`config.mk`:
```
export PLATFORM = sky130hd
export DESIGN_NAME = bsg_age_arb_tracked
export DESIGN_NICKNAME = d
export VERILOG_FILES = /design/src/rtl/bsg_age_arb_tracked.sv
export SDC_FILE = /design/constraint.sdc
export NUM_CORES = 1
export LEC_CHECK = 0
export CELL_PAD_IN_SITES_DETAIL_PLACEMENT = 0
export CELL_PAD_IN_SITES_GLOBAL_PLACEMENT = 1
export CORE_MARGIN = 1.5
export CORE_UTILIZATION = 47
export CTS_CLUSTER_DIAMETER = 100
export DETAILED_ROUTE_END_ITERATION = 8
export GPL_TIMING_DRIVEN = 0
export PLACE_DENSITY_LB_ADDON = 0.1
export SLEW_MARGIN = 20
export SYNTH_ARGS = -nofsm -noshare
export SYNTH_HDL_FRONTEND = slang
export SYNTH_SLANG_ARGS = --single-unit
```
`constraint.sdc`:
```
create_clock -name clk_i -period 9.7 [get_ports clk_i]
set_input_delay 1.455 -clock clk_i [delete_from_list [all_inputs] [get_ports clk_i]]
set_output_delay 1.455 -clock clk_i [all_outputs]
set_load 0.005 [all_outputs]
```
`src/rtl/bsg_age_arb_tracked.sv`:
```
// Age-based arbiter with internally tracked per-requester waiting time.
// Grants the oldest requester when ready_i is high. Ties go round-robin
// from rr_ptr_r. An optional lock holds the previous grant, and
// starved_o flags requesters whose age counter has saturated.
module bsg_age_arb_tracked #(
   parameter int unsigned inputs_p    = 4,
   parameter int unsigned age_width_p = 4
) (
   input  logic                clk_i,
   input  logic                reset_n_i,
   input  logic                ready_i,
   input  logic                lock_i,
   input  logic [inputs_p-1:0] reqs_i,
   output logic [inputs_p-1:0] grants_o,
   output logic                v_o,
   output logic [inputs_p-1:0] starved_o
);

   localparam int unsigned ptr_w = (inputs_p > 1) ? $clog2(inputs_p) : 1;
   localparam logic [age_width_p-1:0] age_max = '1;

   logic [age_width_p-1:0] age_r [inputs_p];
   logic [ptr_w-1:0]       rr_ptr_r;
   logic [inputs_p-1:0]    last_r;
   logic                   last_v_r;

   logic                   lock_hit;
   logic                   found;
   logic [age_width_p-1:0] best_age;
   logic [ptr_w-1:0]       best_idx;
   logic [ptr_w-1:0]       scan_idx;
   int unsigned            scan_sum;
   logic [inputs_p-1:0]    pick;
   logic [ptr_w-1:0]       grant_idx;
   logic [ptr_w-1:0]       next_ptr;

   // Oldest-requester search, scanning circularly from rr_ptr_r so the
   // strict '>' leaves the first tied index at or after the pointer.
   always_comb begin
      found    = 1'b0;
      best_age = '0;
      best_idx = '0;
      scan_idx = '0;
      scan_sum = 0;
      pick     = '0;
      for (int unsigned k = 0; k < inputs_p; k++) begin
         scan_sum = 32'(rr_ptr_r) + k;
         if (scan_sum >= inputs_p) scan_sum = scan_sum - inputs_p;
         scan_idx = ptr_w'(scan_sum);
         if (reqs_i[scan_idx] && (!found || (age_r[scan_idx] > best_age))) begin
            found    = 1'b1;
            best_age = age_r[scan_idx];
            best_idx = scan_idx;
         end
      end
      if (found) pick[best_idx] = 1'b1;
   end

   // Final grant: lock override, else age pick; gated by reset and ready.
   always_comb begin
      lock_hit = lock_i & last_v_r & (|(reqs_i & last_r));
      grants_o = '0;
      if (reset_n_i && ready_i) begin
         if (lock_hit) grants_o = last_r;
         else          grants_o = pick;
      end
      v_o = |grants_o;
   end

   // Pointer advance to one past the granted index (locked grants included).
   always_comb begin
      grant_idx = '0;
      for (int unsigned k = 0; k < inputs_p; k++) begin
         if (grants_o[k]) grant_idx = ptr_w'(k);
      end
      if ((32'(grant_idx) + 1) >= inputs_p) next_ptr = '0;
      else                                  next_ptr = grant_idx + 1'b1;
   end

   // Starvation flags: saturated age on a live request, forced low in reset.
   always_comb begin
      starved_o = '0;
      for (int unsigned i = 0; i < inputs_p; i++) begin
         starved_o[i] = reset_n_i & reqs_i[i] & (age_r[i] == age_max);
      end
   end

   // Age counters, round-robin pointer and last-grant record.
   always_ff @(posedge clk_i) begin
      if (!reset_n_i) begin
         for (int unsigned i = 0; i < inputs_p; i++) age_r[i] <= '0;
         rr_ptr_r <= '0;
         last_r   <= '0;
         last_v_r <= 1'b0;
      end else begin
         for (int unsigned i = 0; i < inputs_p; i++) begin
            if (!reqs_i[i] || grants_o[i]) age_r[i] <= '0;
            else if (age_r[i] != age_max)   age_r[i] <= age_r[i] + 1'b1;
         end
         if (v_o) begin
            rr_ptr_r <= next_ptr;
            last_r   <= grants_o;
            last_v_r <= 1'b1;
         end
      end
   end

endmodule

```
## Word-level counts from Yosys, hierarchy flattened

Memory sizes are Yosys's and may differ from the RTL's.
Index checks and enable logic that the tools add are counted.

- Bits in registers: 7
- Bits of input ports: 8
- Memories kept: 1
- Bits in writable memories: 16

- Reduce and logical (&&, ||, !) cells: 21
- Bitwise gates (word level): 19
- Add/sub/neg operators: 13
- Order comparisons: 14
- Mux-type cells: 69
- Equality and inequality tests: 8

Memory list:

| name | depth | width | rd ports | clocked after memory_dff | wr ports | line | text |
|---|---|---|---|---|---|---|---|
| age_r | 4 | 4 | 8 | 0 | 4 | 22 | `logic [age_width_p-1:0] age_r [inputs_p];` |

Operators with widths:

| kind | count |
|---|---|
| 2-to-1 mux 4 bit | 14 |
| 2-to-1 mux 1 bit | 39 |
| 2-to-1 mux 2 bit | 11 |
| adder 4 x 1 -> 4 bit, second input constant | 4 |
| equality test 4 bit, second input constant | 4 |
| != test 4 bit, second input constant | 4 |
| less-than comparator 2 x 3 -> 1 bit, second input constant | 5 |
| greater-or-equal comparator 3 bit, second input constant | 4 |
| > comparator 4 bit | 3 |
| bitwise AND 1 bit | 10 |
| binary-select mux 1 bit (select 2 bit) | 4 |
| OR 1 bit | 8 |
| OR reduction 4 bit | 2 |
| subtractor 2 x 1 -> 2 bit, second input constant | 4 |
| logical NOT 1 bit | 7 |
| logical OR 1 bit | 7 |
| adder 2 x 1 -> 3 bit, second input constant | 2 |
| adder 2 x 2 -> 3 bit, second input constant | 2 |
| logical AND 1 bit | 5 |
| bitwise AND 4 bit | 1 |
| greater-or-equal comparator 2 x 3 -> 1 bit, second input constant | 1 |
| adder 2 x 1 -> 2 bit, second input constant | 1 |
| demux 1 bit (select 2 bit) | 1 |
| greater-or-equal comparator 2 x 1 -> 1 bit, second input constant | 1 |

## Logic depth before layout (Yosys ltp)

- Depth in word-level cells: 30
- Depth in mapped cells: 32

## Least setup slack after synthesis

OpenSTA, ideal clock, no wires.

- Path type: input port to output port
- Start point: input port reqs_i[2]
- End point: output port grants_o[2]
- Stages on the path: 27
- Path slack: 2.005 ns
- Arrival: 6.240 ns
- Cells stage by stage: buf_2 nor2_2 o31ai_4 nand2_1 ha_1 and2_1 a32o_1 a21o_2 nor2b_1 a31oi_1 ha_1 nor2b_1 o21bai_1 o2bb2ai_1 a21oi_2 buf_6 nor2b_1 nand2b_1 ha_1 and4_1 a21oi_1 o21ai_2 or3b_1 and2_1 buf_6 a31oi_1 nor2_1

- Cells in the longest elaborated chain, start to end: 22
- Elaborated cells between the ends (all ways): 42

RTL lines:

| what | line | text |
|---|---|---|
| start: declaration | 13 | `input logic [inputs_p-1:0] reqs_i,` |
| binary-select mux 1 bit (select 2 bit) | 50 | `if (reqs_i[scan_idx] && (!found \|\| (age_r[scan_idx] > best_age))) begin` |
| 2-to-1 mux 1 bit (not written as such) | 50 |  |
| 2-to-1 mux 4 bit or 2-to-1 mux 1 bit (tied branches) | 50 |  |
| > comparator 4 bit or logical NOT 1 bit (tied branches) | 50 |  |
| logical OR 1 bit | 50 |  |
| logical AND 1 bit | 50 |  |
| 2-to-1 mux 4 bit or 2-to-1 mux 1 bit (tied branches) | 50 |  |
| > comparator 4 bit or logical NOT 1 bit (tied branches) | 50 |  |
| (+6 left out) | n/a |  |
| 2-to-1 mux 2 bit | 50 |  |
| less-than comparator 2 x 3 -> 1 bit (not written as such) or greater-or-equal comparator 2 x 1 -> 1 bit (tied branches) | 56 | `if (found) pick[best_idx] = 1'b1;` |
| logical AND 1 bit (not written as such) | 56 |  |
| 2-to-1 mux 1 bit (not written as such) | 56 |  |
| demux 1 bit (select 2 bit) | 56 |  |
| 2-to-1 mux 4 bit | 56 |  |
| 2-to-1 mux 4 bit * | 64 | `if (lock_hit) grants_o = last_r;` |
| 2-to-1 mux 4 bit * | 63 | `if (reset_n_i && ready_i) begin` |
| end: declaration | 14 | `output logic [inputs_p-1:0] grants_o,` |

Mark *: on every way between the ends. The rest lies on a longest branch, timed or not. The select of a mux whose other input is x is not followed.

## Final worst setup path

- Start point: input port reqs_i[0]
- End point: output port grants_o[1]

Same word-level chain as after synthesis.

==> metrics.md <==
| Metric | Value |
|---|---|
| Status | finished, final reports clean |
| CP endpoint kind | output port |
| Minimum clock period | 9160 ps |
| DRT Pass-1 Iters | 4 |
| Leakage Power | 1.04 nW |
| Relative slew slack | 57.5% |
| Input/output buffers | 14 |
| Worst vdd ir | 0.125 mV |
| Total gr overflow | 0 |
| CP max stage delay | 510 ps |
| Flop2flop setup slack | 2820 ps |
| Syn_nets | 284 |
| Sink Count | 25 |
| Final Total Pwr | 0.000756 W |
| Core box area | 5170 µm² |
| Synth cell types | 69 |
| Share of cells above drive strength 1 | 19.8% |
| Total track usage | 20.9% |
| Mapped Cells | 260 |
| CTS tree | yes |
| Max Root-Sink Buffers | 2 |
| Via/cell ratio | 6.08 |
| Via count | 2115 |
| Final WL | 5.87 mm |
| Post-Syn Area | 2540 µm² |
| Filler cells | 476 |
| Dominant synthesized flop cell | edfxtp_1 |
| Crit path max fanout | 10 |
| # diodes | 0 |
| Syn avg cell area | 9.79 µm² |
| Hold Fails Final Rpt | 0 |
| Yosys reg bits | 25 |
| PD cells | 267 nW/µm² |
| Critical path type | in2out |
| P&R area growth vs syn | 11.1% |
| Starting Density | 49.2% |
| Startpoint Class | input port |
| Post-synth EDFFs | 16 |
| Final net count | 303 |
| Setup Viol. Count Final | 0 |
| I/O Pins | 17 |
| Crit-path most repeated cell | nor2b_1 |
| Drt wl/cell | 16.9 µm |
| Max-cap violations | 0 |
| Fmax | 109 MHz |
| Setup skew after layout | 15.9 ps |
| Slowest-stage cell, CP | clkdlybuf4s50_1 |
| Initial antenna violation count | 0 |
| Max Slew Vio Count | 0 |
| Worst Hold Class | reg2reg |
| Worst Max-Slew Pin Slew | 638 ps |
| Synth warn | 0 |
| # rows | 26 |
| Number of setup buffers added after CTS | 0 |
| First-pass GRT wire length | 9.80 mm |
| Die height | 76.6 µm |
| Final period util | 94.4% |
| Chip width | 76.6 µm |
| DRC viols | 0 |
| Number of buffers inserted during clock tree synthesis | 3 |
| Clock root buffer | clkbuf_8 |
| Worst Path Arrival | 7710 ps |
| Die ar. | 5870 µm² |
| DR iter-0 viols | 128 |
| Post-route cell area | 2830 µm² |
| Pin count of the biggest net entering global routing | 16 |
| Register area share after synthesis | 26.0% |
| Required @ worst endpoint | 8250 ps |
| Clock slew seen by the registers of the worst setup and hold paths | 90 ps |
| # H-tree levels | 1 |
| Async SR Flop Fraction | 0% |
| DP HPWL | 4.52 mm |
| DP Cell Count | 344 |
| Vias in the first global route | 1888 |
| Clock Latency Late Sink | 290 ps |
| Total negative slack | 0 ps |
| Gpl congestion | 0.793 |
| RSZ-0062 raised after global routing | no |
| Placed cell area | 2770 µm² |
| Post-Layout Cell Count | 348 |
| DRT antenna net count | 0 |
## critical path: cells and delay by family
kind	cells	cell delay, ps
adder cells (fa/ha/maj)	3	890
buffers and inverters	4	1140
AND/OR/NAND/NOR	10	1870
AO/OA/AOI/OAI	12	2340
## Yosys cell counts (4+ instances only)
cell,number,area [µm²]
dfxtp_1,9,180
edfxtp_1,16,480
nor2b_1,9,56.3
a21o_1,5,37.5
o21ai_0,4,20.0
nand3_1,9,45.0
buf_6,4,45.0
ha_1,16,200
nor2_1,24,90.1
a31oi_1,8,50.1
nor3_1,7,35.0
o21a_1,7,52.6
and2_1,4,25.0
mux4_2,13,293
mux2i_1,5,50.1
nand2_1,23,86.3
a21oi_1,16,80.1
inv_1,4,15.0
and3_1,5,31.3
xnor2_1,4,35.0
o21ai_1,4,20.0
## final timing paths
check / end / from / cells past startpoint
max reg2reg: age_r[1][1]$_SDFFCE_PN0P_ / rr_ptr_r[1]$_SDFFE_PN0N_ / 27
max: grants_o[1] / reqs_i[0] / 29
min: last_v_r$_SDFFE_PN0N_ / last_v_r$_SDFFE_PN0N_ / 1
min reg2reg: last_v_r$_SDFFE_PN0N_ / last_v_r$_SDFFE_PN0N_ / 1
## kinds of logic (layout without fill, tap and decap cells)
| logic type | after synthesis | count (layout) | share of synthesized area [%] |
|---|---|---|---|
| DFF | 25 | 25 | 26.0 |
| xor gates and xnor gates | 5 | 5 | 1.72 |
| buffers and inverters | 17 | 35 | 3.83 |
| adders and majority gates | 16 | 16 | 7.87 |
| muxes | 21 | 21 | 14.9 |
| AOI/OAI and AO/OA | 77 | 77 | 24.8 |
| and+or+nand+nor | 99 | 99 | 20.9 |
## cell type report
| cell class | instances | area (µm²) | share of cell area (%) |
|---|---|---|---|
| Inverter | 6 | 22.5 | 0.797 |
| Tap cell | 70 | 87.6 | 3.10 |
| Clock buffer | 3 | 41.3 | 1.46 |
| Sequential cell | 25 | 661 | 23.4 |
| Buffer | 11 | 75.1 | 2.66 |
| Clock inverter | 1 | 7.51 | 0.266 |
| Multi-Input combinational cell | 218 | 1790 | 63.2 |
| Timing Repair Buffer | 14 | 145 | 5.14 |
## per-layer routing
metal | track usage [%] | wire [µm] | vias up | share of wire, %
met5 | 0 | 0 | - | 0
met1 | 33.0 | 2980 | 1025 | 51
met4 | 4.63 | 49 | 0 | 0.83
li1 | - | - | 1039 | -
met2 | 30.9 | 2600 | 47 | 44
met3 | 1.44 | 242 | 4 | 4.1
## state kept, by name, summed over array words and instances, names as in the netlist, named ones only
name	count
age_r	16
last_r	4
rr_ptr_r	2
last_v_r	1
## cell usage in the layout (no fill, tap or decap), types with 5 or more instances in the layout
cell             instances
nand2_1                 23
clkdlybuf4s50_1         12
mux4_2                  13
dfxtp_1                  9
ha_1                    16
a31oi_1                  8
nor2_1                  24
nand3_1                  9
a21o_1                   5
mux2i_1                  5
nor3_1                   7
and3_1                   5
a21oi_1                 16
nor2b_1                  9
edfxtp_1                16
o21a_1                   7
## power by group
part           internal, W  leakage, nW  switching [W]
clock            0.0000293       0.0217      0.0000388
sequential        0.000131        0.268      0.0000253
combinational     0.000238        0.750       0.000293
## what timing repair did
action | CTS | global route
hold buffers | 0 | 0
resized for setup | 0 | 2
setup endpoints to repair | 0 | 2
## per-stage QoR
stage / hold slack, ps / util, % / worst slack, ps
floorplan: 454 / - / 2010
finish: 498 / 54.6 / 540
CTS: 499 / 54.5 / 155
global route: 529 / 54.6 / 94.3
detailed placement: 477 / 53.6 / 173
global placement: 475 / 53.6 / 174
Power figures use the tool's default switching activity.
